### config.mk
export PLATFORM = sky130hd
export DESIGN_NAME = cla_pipe_add32
export DESIGN_NICKNAME = d
export VERILOG_FILES = /design/src/rtl/cla_pipe_add32.sv
export SDC_FILE = /design/constraint.sdc
export NUM_CORES = 1
export LEC_CHECK = 0
export CAP_MARGIN = 20
export CORE_MARGIN = 3
export CORE_UTILIZATION = 52
export CTS_CLUSTER_SIZE = 14
export DETAILED_ROUTE_END_ITERATION = 10
export PLACE_DENSITY = 0.77
export SYNTH_ARGS = -nofsm -noshare
export SYNTH_HDL_FRONTEND = slang
export SYNTH_HIERARCHICAL = 1
export SYNTH_SLANG_ARGS = --single-unit
### constraint.sdc
create_clock -name clk -period 2.6 [get_ports clk]
set_input_delay 0.78 -clock clk [delete_from_list [all_inputs] [get_ports clk]]
set_output_delay 0.78 -clock clk [all_outputs]
set_load 0.1 [all_outputs]
### src/rtl/cla_pipe_add32.sv
// Two-stage pipelined 32-bit adder built from two CLA_16bit slices, with valid/ready flow control.
// Optional subtract mode is compiled in when CLA_PIPE_SUB_EN is defined (adds the `sub` input).

module CLA_16bit (
  input  logic [15:0] a,
  input  logic [15:0] b,
  input  logic        cin,
  output logic [15:0] sum,
  output logic        G,
  output logic        P
);

  logic [15:0] w_g;
  logic [15:0] w_p;
  logic [15:0] w_c;
  logic [3:0]  w_gg;
  logic [3:0]  w_gp;
  logic [3:0]  w_cg;
  logic [3:0]  w_gs;
  logic [3:0]  w_ps;

  assign w_g = a & b;
  assign w_p = a ^ b;

  // Two-level lookahead: 4-bit group G/P first, then group carries, then bit carries.
  always_comb begin
    w_gg = '0;
    w_gp = '0;
    w_cg = '0;
    w_c  = '0;
    w_gs = '0;
    w_ps = '0;
    for (int unsigned k = 0; k < 4; k++) begin
      w_gs    = w_g[4*k +: 4];
      w_ps    = w_p[4*k +: 4];
      w_gg[k] = w_gs[3]
              | (w_ps[3] & w_gs[2])
              | (w_ps[3] & w_ps[2] & w_gs[1])
              | (w_ps[3] & w_ps[2] & w_ps[1] & w_gs[0]);
      w_gp[k] = &w_ps;
    end

    w_cg[0] = cin;
    w_cg[1] = w_gg[0] | (w_gp[0] & cin);
    w_cg[2] = w_gg[1] | (w_gp[1] & w_gg[0]) | (w_gp[1] & w_gp[0] & cin);
    w_cg[3] = w_gg[2] | (w_gp[2] & w_gg[1]) | (w_gp[2] & w_gp[1] & w_gg[0])
            | (w_gp[2] & w_gp[1] & w_gp[0] & cin);

    for (int unsigned k = 0; k < 4; k++) begin
      w_gs = w_g[4*k +: 4];
      w_ps = w_p[4*k +: 4];
      w_c[4*k]     = w_cg[k];
      w_c[4*k + 1] = w_gs[0] | (w_ps[0] & w_cg[k]);
      w_c[4*k + 2] = w_gs[1] | (w_ps[1] & w_gs[0]) | (w_ps[1] & w_ps[0] & w_cg[k]);
      w_c[4*k + 3] = w_gs[2] | (w_ps[2] & w_gs[1]) | (w_ps[2] & w_ps[1] & w_gs[0])
                   | (w_ps[2] & w_ps[1] & w_ps[0] & w_cg[k]);
    end
  end

  assign sum = w_p ^ w_c;
  assign G   = w_gg[3]
             | (w_gp[3] & w_gg[2])
             | (w_gp[3] & w_gp[2] & w_gg[1])
             | (w_gp[3] & w_gp[2] & w_gp[1] & w_gg[0]);
  assign P   = &w_gp;

endmodule

module cla_pipe_add32 #(
  parameter int unsigned TAG_W = 4
) (
  input  logic             clk,
  input  logic             rst_n,
  input  logic             in_valid,
  output logic             in_ready,
  input  logic [31:0]      a,
  input  logic [31:0]      b,
  input  logic             cin,
`ifdef CLA_PIPE_SUB_EN
  input  logic             sub,
`endif
  input  logic [TAG_W-1:0] in_tag,
  output logic             out_valid,
  input  logic             out_ready,
  output logic [31:0]      sum,
  output logic             cout,
  output logic             ovf,
  output logic [TAG_W-1:0] out_tag
);

  logic [31:0]      w_b_eff;
  logic             w_cin_eff;
  logic             w_adv2;
  logic             w_in_xfer;
  logic [15:0]      w_lo_sum;
  logic             w_lo_G;
  logic             w_lo_P;
  logic [15:0]      w_hi_sum;
  logic             w_hi_G;
  logic             w_hi_P;

  logic             r_s1_valid;
  logic [15:0]      r_s1_sum_lo;
  logic             r_s1_c16;
  logic [15:0]      r_s1_a_hi;
  logic [15:0]      r_s1_b_hi;
  logic [TAG_W-1:0] r_s1_tag;

  logic             r_out_valid;
  logic [31:0]      r_sum;
  logic             r_cout;
  logic             r_ovf;
  logic [TAG_W-1:0] r_out_tag;

`ifdef CLA_PIPE_SUB_EN
  // Subtraction as a + ~b + 1; the inverted high operand is what stage 1 stores,
  // so stage 2 and the overflow term need no knowledge of the mode.
  assign w_b_eff   = sub ? ~b : b;
  assign w_cin_eff = sub ? 1'b1 : cin;
`else
  assign w_b_eff   = b;
  assign w_cin_eff = cin;
`endif

  assign w_adv2    = !r_out_valid || out_ready;
  assign in_ready  = !r_s1_valid || w_adv2;
  assign w_in_xfer = in_valid && in_ready;

  CLA_16bit u_cla_lo (
    .a   (a[15:0]),
    .b   (w_b_eff[15:0]),
    .cin (w_cin_eff),
    .sum (w_lo_sum),
    .G   (w_lo_G),
    .P   (w_lo_P)
  );

  CLA_16bit u_cla_hi (
    .a   (r_s1_a_hi),
    .b   (r_s1_b_hi),
    .cin (r_s1_c16),
    .sum (w_hi_sum),
    .G   (w_hi_G),
    .P   (w_hi_P)
  );

  always_ff @(posedge clk or negedge rst_n) begin
    if (!rst_n) begin
      r_s1_valid  <= 1'b0;
      r_s1_sum_lo <= '0;
      r_s1_c16    <= 1'b0;
      r_s1_a_hi   <= '0;
      r_s1_b_hi   <= '0;
      r_s1_tag    <= '0;
    end else if (w_in_xfer) begin
      r_s1_valid  <= 1'b1;
      r_s1_sum_lo <= w_lo_sum;
      r_s1_c16    <= w_lo_G | (w_lo_P & w_cin_eff);
      r_s1_a_hi   <= a[31:16];
      r_s1_b_hi   <= w_b_eff[31:16];
      r_s1_tag    <= in_tag;
    end else if (w_adv2) begin
      r_s1_valid  <= 1'b0;
    end
  end

  always_ff @(posedge clk or negedge rst_n) begin
    if (!rst_n) begin
      r_out_valid <= 1'b0;
      r_sum       <= '0;
      r_cout      <= 1'b0;
      r_ovf       <= 1'b0;
      r_out_tag   <= '0;
    end else if (r_s1_valid && w_adv2) begin
      r_out_valid <= 1'b1;
      r_sum       <= {w_hi_sum, r_s1_sum_lo};
      r_cout      <= w_hi_G | (w_hi_P & r_s1_c16);
      r_ovf       <= (r_s1_a_hi[15] == r_s1_b_hi[15]) && (w_hi_sum[15] != r_s1_a_hi[15]);
      r_out_tag   <= r_s1_tag;
    end else if (r_out_valid && out_ready) begin
      r_out_valid <= 1'b0;
    end
  end

  assign out_valid = r_out_valid;
  assign sum       = r_sum;
  assign cout      = r_cout;
  assign ovf       = r_ovf;
  assign out_tag   = r_out_tag;

endmodule

# Word-level counts from Yosys, hierarchy flattened

Cells that the tools add are included.

Logic and storage cells: 277
Input bits: 73
Register bits after elaboration: 93

Reductions and logical operators: 20
Bitwise operators: 240
Muxes and demuxes: 4
Equal/unequal tests: 2

Operator list:

| kind              | count |
|---|---|
| $and 1x1->1       | 142 |
| $or 1x1->1        | 92 |
| $xor 16x16->16    | 4 |
| $and 16x16->16    | 2 |
| $reduce_and 16->1 | 2 |
| $reduce_and 4->1  | 8 |
| $logic_and 1x1->1 | 4 |
| $mux 1            | 4 |
| $reduce_bool 2->1 | 2 |
| $logic_not 1->1   | 2 |
| $logic_or 1x1->1  | 2 |
| $eq 1x1->1        | 1 |
| $ne 1x1->1        | 1 |

# Logic depth before layout (Yosys ltp)

Word-level depth: 14
Mapped depth: 10
Mapped depth without buffers: 9

# Hierarchy

The synthesis kept the hierarchy.

Modules (own cells, without submodules):

| module         | instances | area an instance (um^2) | cells each |
|---|---|---|---|
| cla_pipe_add32 | 1         | 3771.1                  | 205 |
| CLA_16bit      | 2         | 880.8                   | 110 |

# Worst setup path after synthesis

No wires, ideal clock.

Kind: input -> register
Start point: input a[3]
End point: register r_s1_sum_lo[9]
Setup slack: -0.119 ns
Buffers on the path: 0
Cell stages on the path: 8
Data arrival time: 2.594 ns
Path through: ha_1 -> a21oi_1 -> o21a_2 -> a21oi_1 -> or2_1 -> fa_1 -> xor2_1 -> mux2_4

Cells in the longest elaborated chain, start to end: 11

Ends and longest elaborated chain:

| what                                             | line       | source |
|---|---|---|
| from (decl)                                      | 76         | `input logic [31:0] a,` |
| $xor 16x16->16                                   | 23         | `assign w_p = a ^ b;` |
| $and 1x1->1, on equally long branches            | 37, 38, 39 |  |
| $or 1x1->1 (tied with other cells)               | 37         | `\| (w_ps[3] & w_gs[2])` |
| $or 1x1->1 / $and 1x1->1 (equally long branches) | 38, 39     |  |
| $or 1x1->1                                       | 39         | `\| (w_ps[3] & w_ps[2] & w_ps[1] & w_gs[0]);` |
| $and 1x1->1                                      | 45         | `w_cg[2] = w_gg[1] \| (w_gp[1] & w_gg[0]) \| (w_gp[1] & w_gp[0] & cin);` |
| $or 1x1->1                                       | 45         |  |
| $or 1x1->1 (*)                                   | 45         |  |
| $and 1x1->1 (*)                                  | 53         | `w_c[4*k + 1] = w_gs[0] \| (w_ps[0] & w_cg[k]);` |
| $or 1x1->1 (*)                                   | 53         |  |
| $xor 16x16->16 (*)                               | 60         | `assign sum = w_p ^ w_c;` |
| named net w_lo_sum[9]                            | 95         | `logic [15:0] w_lo_sum;` |
| to (signal assigned)                             | 157        | `r_s1_sum_lo <= w_lo_sum;` |
| to (decl)                                        | 103        | `logic [15:0] r_s1_sum_lo;` |

The timed path passes the listed nets; every way through them passes the cells marked *.
A chain may end at the register's enable or synchronous reset.

# Worst setup path after layout

Start point: input b[1]
End point: register r_s1_sum_lo[12]

Cells in the longest elaborated chain, start to end: 8

Ends and longest elaborated chain:

| what                                                    | line   | source |
|---|---|---|
| from (decl)                                             | 77     | `input logic [31:0] b,` |
| $and 16x16->16 / $xor 16x16->16 (equally long branches) | 22, 23 |  |
| $and 1x1->1, on equally long branches                   | 38, 39 |  |
| $or 1x1->1 / $and 1x1->1 (equally long branches)        | 38, 39 |  |
| $or 1x1->1                                              | 39     |  |
| $and 1x1->1                                             | 46     | `w_cg[3] = w_gg[2] \| (w_gp[2] & w_gg[1]) \| (w_gp[2] & w_gp[1] & w_gg[0])` |
| $or 1x1->1                                              | 46     |  |
| $or 1x1->1 (*)                                          | 47     | `\| (w_gp[2] & w_gp[1] & w_gp[0] & cin);` |
| $xor 16x16->16 (*)                                      | 60     |  |
| named net w_lo_sum[12]                                  | 95     |  |

Marks and branches as above.

==> run_results.csv <==
group,metric,value,unit
clock_network,clk_pin_slew,0.09,ns
timing,max-slew-margin-rel,66.4,%
global_routing,grt_start_max_net_pins,56,
hold_path,min_path_type,"primary input to async pin",
synth,synth_edf_count,0,
placement,place.gp.congestion,0.934,
clock_network,cts-root-buf,"clkbuf_8",
power,switching_power,3.61,mW
timing,totalNegativeSetupSlack,0,ns
power,p_sw_share,48.2,%
drt,routed_wl,11900,um
synth,synth-seq-cells,93,
global_routing,gr-usage-all-layers,20.7,%
clock_network,insertion_delay,0.36,ns
floorplan,die_h,109,um
critical_path,worst-setup-path-type,"primary input to flop",
global_routing,grt-ovfl-total,0,
drt,drt_iter0_drc,117,
floorplan,die_x,109,um
critical_path,reg2reg_to,"ovf",
timing,drv_slew,0,
final_layout,fin_nets,705,
critical_path,start_kind,"primary input",
synth,seq_area_frac_synth,42.1,%
timing,layout_min_cycle_time,2.53,ns
synth,yosys_warnings,6,
global_routing,grt_pass1_wl,19300,um
synth,synth_top_area_cell,"dfrtp_1",
drt,viasPerCell,5.34,
synth,syn_inst,425,
global_routing,antenna_found_initial,0,
critical_path,reg2reg_depth,9,
final_layout,drive_gt1_share,42.4,%
floorplan,num_rows,37,
power,leakage,3.50,nW
synth,ys_top_cells_by_area,"dfrtp_1 42%, mux2_4 14%, mux2_2 8.3%",
drt,drc,0,
status,status,"finished clean",
timing,skew,0.0124,ns
drt,ant_nets,0,
timing,hold_viol,0,
critical_path,rr_startpoint,"r_s1_a_hi[5]",
power,powerDensity,1010,nW/um2
floorplan,initial_core_util,53.6,%
placement,dpl.hpwl,9150,um
drt,firstDrtPassIters,4,
final_layout,area_delta_synth_final,34.5,%
drt,wl_per_cell,16.2,um
floorplan,fp.coreArea,10300,um2
final_layout,post-route-util,72.1,%
power,p_int,3.88,mW
clock_network,cts_tree,"yes",
drt,num_vias,3908,
flow_run,cap_violations,0,
clock_network,clk_path_buf_depth,2,
floorplan,ios,113,
placement,io_buffers,112,
synth,synthFlopType,"dfrtp_1",
critical_path,cp-end-kind,"flop",
synth,synth-async-reset-ratio,100,%
clock_network,numCtsBuffers,9,
critical_path,worstPathRequired,2.84,ns
final_layout,n_antenna_cell,0,
synth,synth_nets,538,
timing,setup_viol,0,
synth,synth_cell_type_count,48,
timing,tightest_slew,0.504,ns
power,power_frac_clock,15.0,%
critical_path,reg2reg_slack,0.11,ns
timing,fin_crit_sh,97.4,%
floorplan,die_area,11900,um2
clock_network,cts_hold_buf,0,
power,seqPwrFrac,28.4,%
synth,syn_area_per_cell,13.0,um2
power,ir_drop,0.000970,V
synth,syn-cell-area,5530,um2
clock_network,htree_levels,3,
critical_path,arrival,2.77,ns
critical_path,cp_max_fo,4,
global_routing,grt_pass1_vias,4148,
clock_network,cts.sinks,93,
timing,fmax,395,MHz
synth,synth_top_area_share,42.1,%
power,power_frac_comb,56.6,%
[cells by family after synthesis]
logic type	count (synthesis)	synth area share, %
flip-flops	93	42.1
adder cells (fa/ha/maj)	40	10.1
buffers and inverters	28	4.05
multiplexers	91	21.9
AO/OA/AOI/OAI	85	10.6
XOR/XNOR	16	2.53
AND/OR/NAND/NOR	72	8.71
[layout by cell type (no fill, tap or decap), types with 10 or more instances in the layout]
master | synthesis | final
clkdlybuf4s50_1 | 0 | 47
inv_1 | 18 | 17
mux2_2 | 41 | 41
ha_1 | 32 | 20
dfrtp_1 | 93 | 93
nor3_1 | 12 | 12
a21oi_1 | 30 | 25
buf_4 | 0 | 90
a21o_1 | 14 | 14
mux2_4 | 50 | 50
ha_4 | 0 | 11
nand2_1 | 11 | 10
dlygate4sd2_1 | 0 | 23
[timing repair]
action	in CTS	in global routing
setup endpoints to repair	6	9
endpoints found under the hold margin	0	0
gates resized for setup	32	8
setup buffers	5	2
pin swaps	11	1
[synthesized netlist by cell type (5+ instances only)]
| library cell | n |
|---|---|
| buf_6 | 5 |
| ha_1 | 32 |
| nand2b_1 | 5 |
| nand2_1 | 11 |
| nor2_1 | 8 |
| a21oi_1 | 30 |
| fa_1 | 8 |
| buf_12 | 5 |
| mux2_4 | 50 |
| nor3_1 | 12 |
| xor2_1 | 8 |
| a21o_1 | 14 |
| dfrtp_1 | 93 |
| o21ai_0 | 8 |
| inv_1 | 18 |
| mux2_2 | 41 |
| xnor2_1 | 8 |
[power groups by stage]
stage / Combinational (mW) / Sequential (mW) / Clock, mW
2_1_floorplan: 1.30 / 4.03 / 0
3_3_place_gp: 4.13 / 2.13 / 0
3_5_place_dp: 4.20 / 2.16 / 0
4_1_cts: 4.22 / 2.14 / 1.15
5_1_grt: 4.46 / 2.19 / 1.21
6_report: 4.24 / 2.13 / 1.12
[worst max-delay path, cell delays in order]
cell	delay, ns
dlygate4sd2_1	0.26
ha_4	0.28
and3_4	0.21
nand3_4	0.09
a21o_4	0.24
nand2_4	0.07
inv_2	0.04
fa_1	0.50
inv_1	0.04
mux2_4	0.25
[sequential cells by signal (all words and copies together) (netlist names)]
name and cells:
sum 32, r_s1_c16 1, r_s1_b_hi 16, ovf 1, r_s1_a_hi 16, out_tag 4, out_valid 1, r_s1_sum_lo 16
r_s1_tag 4, r_s1_valid 1, cout 1
[how the worst max path moves through the flow]
stage | endpoint | from | cells past startpoint
6_report | r_s1_sum_lo[12] | b[1] | 10
5_1_grt | r_s1_sum_lo[15] | b[5] | 9
4_1_cts | r_s1_sum_lo[12] | a[0] | 10
3_5_place_dp | r_s1_sum_lo[9] | a[3] | 9
3_3_place_gp | r_s1_sum_lo[12] | a[8] | 10
2_1_floorplan | r_s1_sum_lo[12] | b[9] | 10
[per-layer routing]
| metal | vias to the layer above | part of all wire (%) | GRT usage [%] |
|---|---|---|---|
| met5 | - | 0 | 0 |
| met1 | 1917 | 40 | 24.0 |
| met2 | 85 | 52 | 37.3 |
| met4 | 0 | 1.7 | 7.03 |
| met3 | 16 | 5.6 | 4.80 |
| li1 | 1890 | - | - |
[metrics by stage]
step,hold slack [ns],cell area [um2],worst slack [ns],power (mW),cells
2_1_floorplan,0.475,5660,0.0144,5.34,425
3_3_place_gp,0.483,7110,-0.479,6.26,710
3_5_place_dp,0.495,7110,-0.524,6.36,710
4_1_cts,0.382,7400,0.0117,7.51,730
5_1_grt,0.398,7440,-0.0299,7.86,732
6_report,0.385,7440,0.0677,7.49,732
[layout make-up]
class                           instances  area, um2
Sequential cell                        93       2330
Inverter                               18       67.6
Clock buffer                            9        124
Timing Repair Buffer                  166       1460
Multi-Input combinational cell        304       3180
Clock inverter                          6        111
Tap cell                              136        170
Fill cell                             724       2880
(Power assumes the default switching activity.)
